### src/rtl/line_draw_pkg.sv
// Shared types and defaults for the streaming Bresenham line drawer.
// Latency: n/a (declarations only).
// Backpressure: n/a.
package line_draw_pkg;

  localparam int DEF_COORD_W = 11;
  // The accumulator swings between -major and +major, so one bit for the
  // sign and one of headroom above the coordinate width are enough.
  localparam int DEF_ERR_W   = DEF_COORD_W + 2;

  typedef enum logic [1:0] {
    IDLE   = 2'd0,
    SETUP  = 2'd1,
    DRAW   = 2'd2,
    FINISH = 2'd3
  } state_t;

  typedef logic signed [DEF_ERR_W-1:0] err_t;

endpackage

### src/rtl/line_drawer_setup.sv
// Derives Bresenham parameters (deltas, step directions, major axis, seed error) from two endpoints.
// Latency: purely combinational.
// Backpressure: none; outputs follow the inputs.
// Ports: i_x0/i_y0/i_x1/i_y1 endpoints; o_sx_neg/o_sy_neg step direction is -1;
//        o_steep y is the major axis; o_major/o_minor axis lengths; o_err initial error.
module line_drawer_setup
  import line_draw_pkg::*;
#(
  parameter int COORD_W = DEF_COORD_W,
  parameter int ERR_W   = COORD_W + 2
) (
  input  logic [COORD_W-1:0]      i_x0,
  input  logic [COORD_W-1:0]      i_y0,
  input  logic [COORD_W-1:0]      i_x1,
  input  logic [COORD_W-1:0]      i_y1,
  output logic                    o_sx_neg,
  output logic                    o_sy_neg,
  output logic                    o_steep,
  output logic [COORD_W-1:0]      o_major,
  output logic [COORD_W-1:0]      o_minor,
  output logic signed [ERR_W-1:0] o_err
);

  logic [COORD_W-1:0] w_adx;
  logic [COORD_W-1:0] w_ady;

  // Unsigned absolute differences: subtract the smaller from the larger so
  // the full 0..2^COORD_W-1 range is handled without a sign bit.
  assign w_adx    = (i_x1 >= i_x0) ? (i_x1 - i_x0) : (i_x0 - i_x1);
  assign w_ady    = (i_y1 >= i_y0) ? (i_y1 - i_y0) : (i_y0 - i_y1);
  assign o_sx_neg = (i_x1 < i_x0);
  assign o_sy_neg = (i_y1 < i_y0);

  // Strict compare: a 45-degree line stays x-major.
  assign o_steep  = (w_ady > w_adx);
  assign o_major  = o_steep ? w_ady : w_adx;
  assign o_minor  = o_steep ? w_adx : w_ady;

  // major>>1 is non-negative, so zero-extension equals sign-extension here.
  assign o_err    = $signed({{(ERR_W-COORD_W){1'b0}}, (o_major >> 1)});

endmodule

### src/rtl/line_drawer_stream.sv
// Walks Bresenham pixels from (x0,y0) to (x1,y1) in any octant and streams them out with a last flag.
// Latency: start sampled at edge t -> busy after t, first pixel valid after t+1; one pixel per cycle at full rate.
// Backpressure: px_ready low freezes px_x/px_y/px_last and the walk; done pulses the cycle after the last handshake.
// Ports: clk/reset (async, active-high); start/abort control; x0..y1 endpoints captured on start;
//        busy status; px_valid/px_ready/px_x/px_y/px_last pixel stream; done completion pulse.
module line_drawer_stream
  import line_draw_pkg::*;
#(
  parameter int COORD_W = DEF_COORD_W,
  parameter int ERR_W   = COORD_W + 2   // must be >= COORD_W+2
) (
  input  logic               clk,
  input  logic               reset,
  input  logic               start,
  input  logic               abort,
  input  logic [COORD_W-1:0] x0,
  input  logic [COORD_W-1:0] y0,
  input  logic [COORD_W-1:0] x1,
  input  logic [COORD_W-1:0] y1,
  output logic               busy,
  output logic               px_valid,
  input  logic               px_ready,
  output logic [COORD_W-1:0] px_x,
  output logic [COORD_W-1:0] px_y,
  output logic               px_last,
  output logic               done
);

  localparam logic [COORD_W-1:0] ONE = {{(COORD_W-1){1'b0}}, 1'b1};

  state_t                    r_state;
  logic [COORD_W-1:0]        r_x0, r_y0, r_x1, r_y1;
  logic                      r_sx_neg, r_sy_neg, r_steep;
  logic [COORD_W-1:0]        r_major, r_minor;
  logic signed [ERR_W-1:0]   r_err;
  logic [COORD_W-1:0]        r_n;
  logic [COORD_W-1:0]        r_px_x, r_px_y;
  logic                      r_valid, r_last, r_busy, r_done;

  logic                      w_set_sx_neg, w_set_sy_neg, w_set_steep;
  logic [COORD_W-1:0]        w_set_major, w_set_minor;
  logic signed [ERR_W-1:0]   w_set_err;

  logic                      w_hs;
  logic signed [ERR_W-1:0]   w_major_s, w_minor_s, w_err_dec;
  logic                      w_err_neg;
  logic [COORD_W-1:0]        w_x_next, w_y_next;

  line_drawer_setup #(
    .COORD_W (COORD_W),
    .ERR_W   (ERR_W)
  ) u_setup (
    .i_x0     (r_x0),
    .i_y0     (r_y0),
    .i_x1     (r_x1),
    .i_y1     (r_y1),
    .o_sx_neg (w_set_sx_neg),
    .o_sy_neg (w_set_sy_neg),
    .o_steep  (w_set_steep),
    .o_major  (w_set_major),
    .o_minor  (w_set_minor),
    .o_err    (w_set_err)
  );

  assign w_hs      = r_valid & px_ready;
  assign w_major_s = $signed({{(ERR_W-COORD_W){1'b0}}, r_major});
  assign w_minor_s = $signed({{(ERR_W-COORD_W){1'b0}}, r_minor});
  assign w_err_dec = r_err - w_minor_s;
  assign w_err_neg = w_err_dec[ERR_W-1];
  assign w_x_next  = r_sx_neg ? (r_px_x - ONE) : (r_px_x + ONE);
  assign w_y_next  = r_sy_neg ? (r_px_y - ONE) : (r_px_y + ONE);

  always_ff @(posedge clk or posedge reset) begin
    if (reset) begin
      r_state  <= IDLE;
      r_x0     <= '0;
      r_y0     <= '0;
      r_x1     <= '0;
      r_y1     <= '0;
      r_sx_neg <= 1'b0;
      r_sy_neg <= 1'b0;
      r_steep  <= 1'b0;
      r_major  <= '0;
      r_minor  <= '0;
      r_err    <= '0;
      r_n      <= '0;
      r_px_x   <= '0;
      r_px_y   <= '0;
      r_valid  <= 1'b0;
      r_last   <= 1'b0;
      r_busy   <= 1'b0;
      r_done   <= 1'b0;
    end else begin
      r_done <= 1'b0;
      case (r_state)
        IDLE: begin
          // abort wins over a coincident start; otherwise latch the request.
          if (start && !abort) begin
            r_x0    <= x0;
            r_y0    <= y0;
            r_x1    <= x1;
            r_y1    <= y1;
            r_busy  <= 1'b1;
            r_state <= SETUP;
          end
        end

        SETUP: begin
          if (abort) begin
            r_busy  <= 1'b0;
            r_state <= IDLE;
          end else begin
            r_sx_neg <= w_set_sx_neg;
            r_sy_neg <= w_set_sy_neg;
            r_steep  <= w_set_steep;
            r_major  <= w_set_major;
            r_minor  <= w_set_minor;
            r_err    <= w_set_err;
            r_n      <= w_set_major;
            r_px_x   <= r_x0;
            r_px_y   <= r_y0;
            r_valid  <= 1'b1;
            r_last   <= (w_set_major == '0);
            r_state  <= DRAW;
          end
        end

        DRAW: begin
          if (abort) begin
            r_valid <= 1'b0;
            r_last  <= 1'b0;
            r_busy  <= 1'b0;
            r_state <= IDLE;
          end else if (w_hs) begin
            if (r_n == '0) begin
              r_valid <= 1'b0;
              r_last  <= 1'b0;
              r_done  <= 1'b1;
              r_state <= FINISH;
            end else begin
              // Major axis always steps; minor axis steps when the error goes negative.
              if (r_steep) begin
                r_px_y <= w_y_next;
                if (w_err_neg) r_px_x <= w_x_next;
              end else begin
                r_px_x <= w_x_next;
                if (w_err_neg) r_px_y <= w_y_next;
              end
              r_err  <= w_err_neg ? (w_err_dec + w_major_s) : w_err_dec;
              r_n    <= r_n - ONE;
              r_last <= (r_n == ONE);
            end
          end
        end

        FINISH: begin
          r_busy  <= 1'b0;
          r_state <= IDLE;
        end

        default: begin
          r_valid <= 1'b0;
          r_last  <= 1'b0;
          r_busy  <= 1'b0;
          r_state <= IDLE;
        end
      endcase
    end
  end

  assign busy     = r_busy;
  assign px_valid = r_valid;
  assign px_x     = r_px_x;
  assign px_y     = r_px_y;
  assign px_last  = r_last;
  assign done     = r_done;

endmodule

### config.mk
export PLATFORM = sky130hd
export DESIGN_NAME = line_drawer_stream
export DESIGN_NICKNAME = d
export VERILOG_FILES = /design/src/rtl/line_draw_pkg.sv /design/src/rtl/line_drawer_setup.sv /design/src/rtl/line_drawer_stream.sv
export SDC_FILE = /design/constraint.sdc
export NUM_CORES = 1
export LEC_CHECK = 0
export CORE_MARGIN = 2
export CORE_UTILIZATION = 29
export CTS_CLUSTER_SIZE = 25
export DETAILED_ROUTE_END_ITERATION = 10
export PLACE_DENSITY = 0.42
export SLEW_MARGIN = 20
export SYNTH_ARGS = -nofsm -noshare
export SYNTH_HDL_FRONTEND = slang
export SYNTH_SLANG_ARGS = --single-unit
### constraint.sdc
create_clock -name clk -period 9.13 [get_ports clk]
set_input_delay 0.913 -clock clk [delete_from_list [all_inputs] [get_ports clk]]
set_output_delay 0.913 -clock clk [all_outputs]
set_load 0.01 [all_outputs]
After elaboration in Yosys (flattened, before gate mapping)
Cells that the tools add are included. Widths: inputs -> output; s select.

Register bits after elaboration: 121. Memories kept: 0. Memory bits (read-only): 0. Memory bits (writable): 0. Latch bits: 0. Output and inout port bits: 26.

$lt $le $gt $ge: 5. Mux-type cells: 54. $add $sub $neg: 11. Shift-type cells: 0. Div/mod/pow operators: 0. Reductions and logical operators: 16. Multiply operators: 0. Eq/ne operators: 14. Bitwise operators: 2.

Operator list (number): $mux 11 (22); $pmux 11 s2 (3); $mux 13 (5); $sub 11x11->11 (4); $sub 11x1->11 const B (3); $pmux 13 s2 (1); $add 11x1->11 const B (2); $ge 11x11->1 (2); $logic_not 11->1 (2); $lt 11x11->1 (2); $mux 1 (14); $add 13x12->13 (1); $sub 13x12->13 (1); $ne 3x3->1 const B (4); $reduce_and 6->1 (2); $eq 11x1->1 const B (1); $gt 11x11->1 (1); $mux 2 (5); $ne 2x2->1 const B (5); $pmux 2 s4 (1); $reduce_and 2->1 (3); $reduce_and 3->1 (2); $reduce_and 5->1 (1); $eq 2x2->1 const B (2); 12 further kinds (13).

Longest topological paths before layout
Word-level depth: 8. Depth in mapped cells: 20. Depth with buffers taken out: 20.

Cells and area by module
From an unflattened synthesis, not the netlist that was laid out.

Cell total of the unflattened synthesis: 1098. Area, all modules: 9868.2 µm².

Modules (own cells, without submodules): line_drawer_stream (area an instance 7141.8 µm², cells an instance 725, instances 1, seq. area each 3027.9 µm²); line_drawer_setup (area an instance 2726.4 µm², cells an instance 373, instances 1, seq. area each 0.0 µm²).

Worst setup path after synthesis
Ideal clock, no wire load.

Path kind: register to register. Start: register r_y0[0]. End: register r_last (netlist: px_last). Required time: 9.038 ns. Setup slack: 5.005 ns. Arrival: 4.033 ns. Path buffers: 1. Setup time: 0.092 ns. Cell stages (with the launch flop): 19. Cells stage by stage: dfrtp_1 -> inv_1 -> ha_1 -> inv_1 -> fa_1 -> a21o_1 -> a2111oi_2 -> nor2_1 -> mux2_2 -> nor2_1 -> xnor2_1 -> ha_1 -> a2111o_1 -> o32ai_2 -> nor2_2 -> buf_2 -> mux2i_1 -> nand3_1 -> o31ai_2.

Word-level cells in the longest chain between the ends: 7. Elaborated cells on any way between the ends: 9. Classes of those cells: add/sub: 2; order compare: 2; mux: 4; reduce/logical: 1.

RTL lines: start: declaration (line line_drawer_stream.sv:32) `logic [COORD_W-1:0] r_x0, r_y0, r_x1, r_y1;`; start signal: assignment (line line_drawer_stream.sv:100) `r_y0 <= y0;`; $sub 11x11->11 / $ge 11x11->1 (equally long branches) (line line_drawer_setup.sv:30) `assign w_ady = (i_y1 >= i_y0) ? (i_y1 - i_y0) : (i_y0 - i_y1);`; $mux 11 * (line line_drawer_setup.sv:30); $gt 11x11->1 (line line_drawer_setup.sv:35) `assign o_steep = (w_ady > w_adx);`; $mux 11 * (line line_drawer_setup.sv:36) `assign o_major = o_steep ? w_ady : w_adx;`; $logic_not 11->1 * (line line_drawer_stream.sv:123) `r_last <= (w_set_major == '0);`; $mux 1 * (line line_drawer_stream.sv:109) `if (abort) begin`; $pmux 1 s2 * (line line_drawer_stream.sv:95) `case (r_state)`; end signal: assignment (line line_drawer_stream.sv:123); end signal: assignment (line line_drawer_stream.sv:151) `r_last <= (r_n == ONE);`; end: declaration (line line_drawer_stream.sv:38) `logic r_valid, r_last, r_busy, r_done;`.

Mark *: on every way between the ends. The rest lies on a longest branch, timed or not. The select of a mux whose other input is x is not followed. A chain may end at the register's enable or synchronous reset.

Worst setup path after layout
Start: register r_x0[2]. End: register r_last (netlist: px_last).

Word-level cells in the longest chain between the ends: 7. Elaborated cells on any way between the ends: 9. Classes of those cells: add/sub: 2; order compare: 2; mux: 4; reduce/logical: 1.

RTL lines: start: declaration (line line_drawer_stream.sv:32); start signal: assignment (line line_drawer_stream.sv:76) `r_x0 <= '0;`; start signal: assignment (line line_drawer_stream.sv:99) `r_x0 <= x0;`; $sub 11x11->11 / $ge 11x11->1 (equally long branches) (line line_drawer_setup.sv:29) `assign w_adx = (i_x1 >= i_x0) ? (i_x1 - i_x0) : (i_x0 - i_x1);`; $mux 11 * (line line_drawer_setup.sv:29); $gt 11x11->1 (line line_drawer_setup.sv:35); $mux 11 * (line line_drawer_setup.sv:36); $logic_not 11->1 * (line line_drawer_stream.sv:123); $mux 1 * (line line_drawer_stream.sv:109); $pmux 1 s2 * (line line_drawer_stream.sv:95).

Marks and branches as above.

==> impl_metrics.csv <==
group,metric,value,unit
worst_setup_path,worstReg2RegEnd,"px_last",
sta,finalClockSkew,0.0143,ns
global_route,grt_usage,16.3,%
logic_synthesis,yosys-top-cells-count,"121 x dfrtp_1, 99 x ha_1, 93 x inv_1",
place,dp_hpwl,20200,um
sta,hold_violations,0,
min_path,min_from,"r_minor[1]",
global_route,antenna_found_initial,0,
sta,drv_slew,0,
place,place_ws,3.49,ns
die,io_pins,75,
global_route,grt_pass1_vias,7519,
worst_setup_path,regToRegStartpoint,"r_x0[2]",
logic_synthesis,synth_most_common_cell,"dfrtp_1",
worst_setup_path,startpoint_type,"flip-flop",
routing,wl_per_cell,17.0,um
final_layout,nets,1265,
sta,fin_ws,4.13,ns
worst_setup_path,worst_ep_arrival_time,5.36,ns
run_status,status,"finished, final reports clean",
global_route,gr-total-overflow,0,
clocking,root_buffer,"clkbuf_16",
place,place_inst,1532,
clocking,cts.sink_count,121,
final_layout,area_growth,18.9,%
logic_synthesis,synthDominantCellAreaShare,31.7,%
die,rows,66,
routing,dr_total_vias,7647,
min_path,hold_path_class,"flip-flop to flip-flop",
sta,slew_headroom,33.2,%
worst_setup_path,crit_path_max_incr_delay,0.54,ns
logic_synthesis,syn-num-nets,1205,
place,io_buffers,74,
clocking,post_cts_resized,0,
worst_setup_path,worstSetupPathType,"flip-flop to flip-flop",
worst_setup_path,endpoint_kind,"flip-flop",
final_layout,num_antenna_cells,0,
clocking,cts_hold_buf,0,
worst_setup_path,crit_slowest_cell,"o21ai_2",
job,max_cap_viol_count,0,
logic_synthesis,ys_seq_elements,121,
final_layout,drive_gt1_share,10.8,%
clocking,cts_tree,"built",
die,core-area,32500,um^2
worst_setup_path,worstPathRequired,9.48,ns
logic_synthesis,async_flop_share,100,%
logic_synthesis,ys_top_cells_by_area,"dfrtp_1 32%, ha_1 13%, mux2_2 6.2%, mux2i_1 4.7%, o21ai_0 4.6%",
worst_setup_path,rrSetupSlack,4.13,ns
global_route,grt_max_degree,51,
worst_setup_path,crit_fanout,28,
worst_setup_path,cp_top_family,"compound AO/OA/AOI/OAI gates",
sta,setup-tns-final,0,ns
die,fp.dieArea,34400,um^2
sta,fin_crit,5.00,ns
final_layout,design_area,11400,um^2
sta,period_share,54.8,%
logic_synthesis,avgSynthCellArea,9.12,um^2
final_layout,fill_cells,3384,
die,dieWidth,186,um
logic_synthesis,yosysTopAreaCell,"dfrtp_1",
clocking,post-cts-setup-buffer-count,0,
min_path,hold_depth,2,
routing,ant_nets,0,
worst_setup_path,path_buf_inv,2,
final_layout,layoutNonFillerInstCount,1563,
die,die_h,186,um
logic_synthesis,seq_area_frac_synth,31.7,%
routing,drt_iter0_drc,293,
logic_synthesis,synth_ff_type,"dfrtp_1",
clocking,clockBufferDepth,2,
clocking,clock_latency,0.44,ns
worst_setup_path,reg2reg_depth,17,
place,dpl_cell_area,10700,um^2
logic_synthesis,syn_area,9560,um^2
clocking,clk_pin_slew,0.06,ns
logic_synthesis,synth_warnings,0,
worst_setup_path,cp_cell_sequence,"inv_1 > ha_1 > o2111ai_1 > a21oi_1 > o21ai_1 > o21ai_2 > mux2i_1 > xnor2_1 > inv_1 > ha_1 > nand3_1 > a21boi_0 > o32ai_2 > nor2_4 > mux2i_1 > nand3_1 > o31ai_2",
global_route,grt_first_pass_wirelength,42800,um
place,place_congestion,0.842,
routing,wirelength,26600,um
clocking,cts_buffers,17,
logic_synthesis,synth_edf_count,0,
routing,viasPerCell,4.89,
logic_synthesis,synth_cell_types,76,
sta,worst_slew_pin_slew,0.999,ns
routing,dr.pass1.iters,5,
routing,route.detailed.drc,0,
sta,rsz0062_at_grt,"no",
sta,fmax,0.200,GHz
sta,setup_viol,0,
min_path,hold_end,"r_minor[1]",
clocking,htreeDepth,4,
logic_synthesis,synth_cells,1049,
die,initial_core_util,29.4,%
flip-flops by register name, indices dropped and copies added, names as in the netlist:
signal	cells
done	1
r_y1	11
r_err	13
px_last	1
px_y	11
r_x1	11
px_x	11
r_n	11
r_sx_neg	1
r_minor	11
r_x0	11
px_valid	1
r_major	11
r_sy_neg	1
r_steep	1
r_state	2
busy	1
r_y0	11
stage by stage:
stage	utilization [%]	hold slack (ns)
after floorplan	-	0.450
after detailed placement	33.0	0.471
after global placement	33.0	0.465
final	34.9	0.476
after global routing	34.9	0.516
after CTS	34.9	0.484
worst max-delay path by stage:
stage	from	cells after the start	end	slack, ns
global route	r_x0[1]	17	px_last	3.70
global placement	r_x0[1]	17	px_last	3.57
floorplan	reset	1	busy	5.00
detailed placement	r_x0[1]	17	px_last	3.49
CTS	r_x0[1]	17	px_last	3.48
finish	r_x0[2]	17	px_last	4.13
layer usage:
layer  up-vias  share of wire, %  track usage, %
met5         -                 0               0
met4         0               1.2            3.75
met3        21               3.0            3.25
met2       114                45            25.6
met1      3654                51            23.1
li1       3858                 -               -
logic make-up after synthesis:
logic type      count (synthesis)  synth area share, %
flops                         121                 31.7
buf+inv                       138                 5.97
fa+ha+maj                     107                 14.6
mux                            98                 11.0
xor+xnor                       49                 4.49
simple gates                  236                 11.6
compound gates                300                 20.7
layout by cell type (no fill, tap or decap), drive strengths merged, types with 19 or more instances in the layout:
cell type	count
nand3	19
nand2	83
a21oi	77
mux2	53
mux2i	45
o21ai	89
ha	99
clkdlybuf4s50	74
nor2	65
clkbuf	20
dfrtp	121
xnor2	34
inv	95
a21o	26
tightest hold or removal path, stage by stage, from the launching register on:
cell and delay (ns):
dfrtp_1 0.34, nand2_1 0.05, o21ai_0 0.06
cell type report:
class                      instances  area, um^2  area share (%)
timing repair buffer              84         816            7.18
inverter                          95         359            3.16
clock inverter                    11         171            1.51
sequential                       121        3030            26.6
tap                              442         553            4.86
multi-input combinational        790        5990            52.7
clock buffer                      20         447            3.93
Power is left out: the tool's default activity adds up to more than one toggle a clock period on the data nets, which glitch-free logic cannot reach.
==> RTL edit 1: new RTL, same settings <==
Make the reset (`reset`) synchronous in one clocked block. Comments in the files are not updated.
--- a/src/rtl/line_drawer_stream.sv
+++ b/src/rtl/line_drawer_stream.sv
@@ -71,5 +71,5 @@
   assign w_y_next  = r_sy_neg ? (r_px_y - ONE) : (r_px_y + ONE);
 
-  always_ff @(posedge clk or posedge reset) begin
+  always_ff @(posedge clk) begin
     if (reset) begin
       r_state  <= IDLE;
Formal check against the unedited RTL: differs if reset is asserted again (counterexample within 4 cycles, from zero or initial values and one cycle with reset high); with reset held inactive, the same outputs for 4 cycles.
==> RTL edit 1 against the unedited design <==
  * Synthesized area decreased by 3.9%
  * First-iteration DRC count grew 81%
  * Critical endpoint is now r_n[6]
  * Final area decreased by 4.5%
  * Critical path depth rose by 4
  * Non-clock buffer count shrank 1
  * Setup slack got worse by 0.88 ns
  * Wire length up 7.1%
  * Hold slack worse by 0.023 ns
  * Maximum frequency is 15% lower
  * Sequential cell count stayed put
  * Die area decreased by 3.8%
==> RTL edit 1: results (changes against the unedited design) <==
* Ys async rst share at 0 (-1.00)
* Fin Clk Skew at 0.0175 ns (+0.00328 ns)
* GP Congestion at 0.846 (+0.40%)
* Library cells used by synthesis at 75 (-1.3%)
* Routed length per placed instance at 17.2 um (+0.73%)
* Most frequent cells after synthesis: nand2_1, a21oi_1, dfxtp_1, inv_1, nor2_1
* Largest net degree at the start of global routing at 66 (+29%)
* DP Area at 10300 sq um (-4.3%)
* Post-Syn Instances at 1203 (+15%)
* Placed Cells at 1630 (+6.4%)
* Nets at 1403 (+11%)
* Worst endpoint data arrival time at 6.20 ns (+0.84 ns)
* Non-filler instance count after layout at 1662 (+6.3%)
* Synth top area cells: dfxtp_1, ha_1, a21oi_1
* Status: complete, no violations
* First-pass GRT wire length at 45.9 mm (+7.2%)
* Worst-path maximum fanout at 14 (-50%)
* GRT Overall Usage at 0.177 (+0.0133)
* Achievable Freq at 170 MHz (-15%)
* Hold WS at 0.453 ns (-0.0233 ns)
* Dpl hpwl at 21.2 mm (+4.6%)
* Crit-path slowest cell: a21boi_2
* Max IR drop VDD at 0.143 mV
* Post-DR vias/cell at 4.95 (+1.2%)
* Crit-path max cell delay at 0.67 ns (+0.13 ns)
* Port bufs at 74 (unchanged)
* Pre-CTS WS at 3.32 ns (-0.174 ns)
* 1st-iter DRT viols at 531 (+81%)
* Seq/Total Area, Yosys at 0.264 (-0.0531)
==> RTL edit 1: power by group <==
part	switching [W]	total, W	internal [W]
Clock	0.000267	0.000683	0.000416
Combinational	0.00109	0.00182	0.000730
Sequential	0.0000532	0.000640	0.000587
Total	0.00141	0.00314	0.00173
==> RTL edit 1: final cells by class <==
type | count | area (sq um)
Fill cell | 3390 | 20500
Multi-Input combinational cell | 920 | 6150
Sequential cell | 121 | 2420
Timing Repair Buffer | 83 | 806
Tap cell | 402 | 503
Clock buffer | 21 | 460
Inverter | 104 | 390
Clock inverter | 11 | 123
==> RTL edit 1: cells by family (layout without fill, tap and decap cells) <==
group / count (synthesis) / in the layout / synth area share
buffers and inverters: 162 / 219 / 0.0709
flip-flops: 121 / 121 / 0.264
adder cells (fa/ha/maj): 107 / 107 / 0.152
AND/OR/NAND/NOR: 381 / 381 / 0.183
XOR/XNOR: 50 / 50 / 0.0477
multiplexers: 42 / 42 / 0.0482
AO/OA/AOI/OAI: 340 / 340 / 0.235
==> RTL edit 1: layer usage <==
layer | GRT usage | part of all wire
met1 | 0.250 | 0.51
met2 | 0.283 | 0.45
met3 | 0.0235 | 0.024
met4 | 0.0442 | 0.014
met5 | 0 | 0
==> RTL edit 1: path summary, 6_finish.rpt <==
path | start | end | cells after the start
min | r_minor[10] | r_minor[10] | 2
min reg2reg | r_minor[10] | r_minor[10] | 2
max | r_y0[1] | r_n[6] | 21
max reg2reg | r_y0[1] | r_n[6] | 21
==> RTL edit 1: critical path, delay by kind of cell (launching register included) <==
kind | cells | cell delay, ns
flops | 1 | 0.45
simple gates | 4 | 0.63
compound gates | 12 | 3.53
fa+ha+maj | 2 | 0.62
buf+inv | 1 | 0.12
xor+xnor | 1 | 0.19
mux | 1 | 0.24
==> RTL edit 2: new RTL, same flow settings <==
Made on the original files. Change the package constant `DEF_COORD_W` from 11 to 15.
--- a/src/rtl/line_draw_pkg.sv
+++ b/src/rtl/line_draw_pkg.sv
@@ -4,5 +4,5 @@
 package line_draw_pkg;
 
-  localparam int DEF_COORD_W = 11;
+  localparam int DEF_COORD_W = 15;
   // The accumulator swings between -major and +major, so one bit for the
   // sign and one of headroom above the coordinate width are enough.
Interface: changed (6 resized); port bits go from 75 to 99. The function was not compared with the original's and may differ.
==> RTL edit 2 against the unedited design <==
  * First-iteration DRC count increased by 120%
  * Synthesized area increased by 36%
  * Setup slack got worse by 1.4 ns
  * Wire length increased by 54%
  * Count of clock-buffer cells in the layout decreased by 1
  * Sequential cell count increased by 40
  * Final area increased by 34%
  * Largest cell class unchanged
  * Cell count increased by 38%
Power is left out: the tool's default activity adds up to more than one toggle a clock period on the data nets, which glitch-free logic cannot reach.
==> RTL edit 2: results (changes against the unedited design) <==
* Nets at 1761 (+39%)
* Library cells used by synthesis at 75 (-1.3%)
* Reg-to-reg endpoint: r_err[9]
* Port bufs at 98 (+32%)
* GRT Overall Usage at 0.180 (+0.0169)
* Synthesized Nets at 1690 (+40%)
* Synth Area in XOR/XNOR at 0.0460 (+0.00108)
* Crit-path slowest cell: o41ai_1
* Hold WS at 0.496 ns (+0.0205 ns)
* Layout cell share with drive strength beyond 1 at 0.0907 (-0.0173)
* Fin Clk Skew at 0.0151 ns (+0.000814 ns)
* Met1 Resource Use GR at 0.250 (+0.0195)
* Synth top area cells: dfrtp_1, ha_1, mux2_2
* Seq/Total Area, Yosys at 0.311 (-0.00571)
* Crit-path max cell delay at 0.69 ns (+0.15 ns)
* Dpl hpwl at 31.1 mm (+54%)
* Largest net degree at the start of global routing at 95 (+86%)
* Post-synthesis compound-gate area fraction at 0.200 (-0.00714)
* Worst-path maximum fanout at 40 (+43%)
* Vias at 11000 (+43%)
* GP Congestion at 0.858 (+1.9%)
* Met2 usage in global routing at 0.295 (+0.0387)
* Worst R2R Setup Slack at 2.69 ns (-1.43 ns)
* Worst-skew pair later-pin latency at 0.46 ns (+0.02 ns)
* Hold Crit Start: r_major[11]
* Largest register FFs at 17 (+4)
* Status: complete, no violations
* Cells on worst reg2reg path at 24 (+7)
* Most frequent cells after synthesis: dfrtp_1, ha_1, inv_1, a21oi_1, nor2_1
* Final min period at 6.44 ns (+1.43 ns)
* First-pass GRT wire length at 64.9 mm (+51%)
RTL edit 2: worst max path at each step:
stage	to	cells past startpoint	slack, ns
after global placement	r_err[5]	24	2.91
after CTS	r_err[9]	24	2.73
after floorplan	r_err[0]	27	3.74
after detailed placement	r_err[10]	24	2.77
after global routing	r_err[1]	24	2.04
final	r_err[9]	24	2.69
RTL edit 2: final cells by class:
| class | instances | area [sq um] |
|---|---|---|
| clock inverters | 12 | 204 |
| multi-input cells | 1128 | 8190 |
| flip-flops and latches | 161 | 4030 |
| fillers | 4718 | 28900 |
| well taps | 592 | 741 |
| inverters | 135 | 512 |
| clock buffers | 19 | 453 |
| repair buffers | 111 | 1080 |
RTL edit 2: per-layer routing:
| metal | vias up | wire, um |
|---|---|---|
| met5 | - | 0 |
| met4 | 0 | 649 |
| met3 | 32 | 1250 |
| met2 | 170 | 19200 |
| met1 | 5331 | 20000 |
| li1 | 5429 | - |
RTL edit 2: cell families (layout without fill, tap and decap cells):
group	count (synthesis)	in the layout
compound gates	410	410
xor+xnor	68	68
fa+ha+maj	142	142
buf+inv	194	277
flops	161	161
mux	118	118
simple gates	390	390
RTL edit 2: stage by stage:
step / instance area, sq um / std cells / setup slack [ns]
floorplan: 13000 / 1483 / 3.74
global placement: 14600 / 2127 / 2.91
detailed placement: 14600 / 2127 / 2.77
CTS: 15200 / 2158 / 2.73
global route: 15200 / 2158 / 2.04
finish: 15200 / 2158 / 2.69
RTL edit 2: worst max-delay path: cells and delay by family (launching register included):
family	cells	cell delay, ns
xor gates and xnor gates	1	0.50
DFF	1	0.40
AOI/OAI and AO/OA	15	2.99
adders and majority gates	2	0.72
and+or+nand+nor	1	0.39
muxes	2	0.63
buffers and inverters	3	0.62
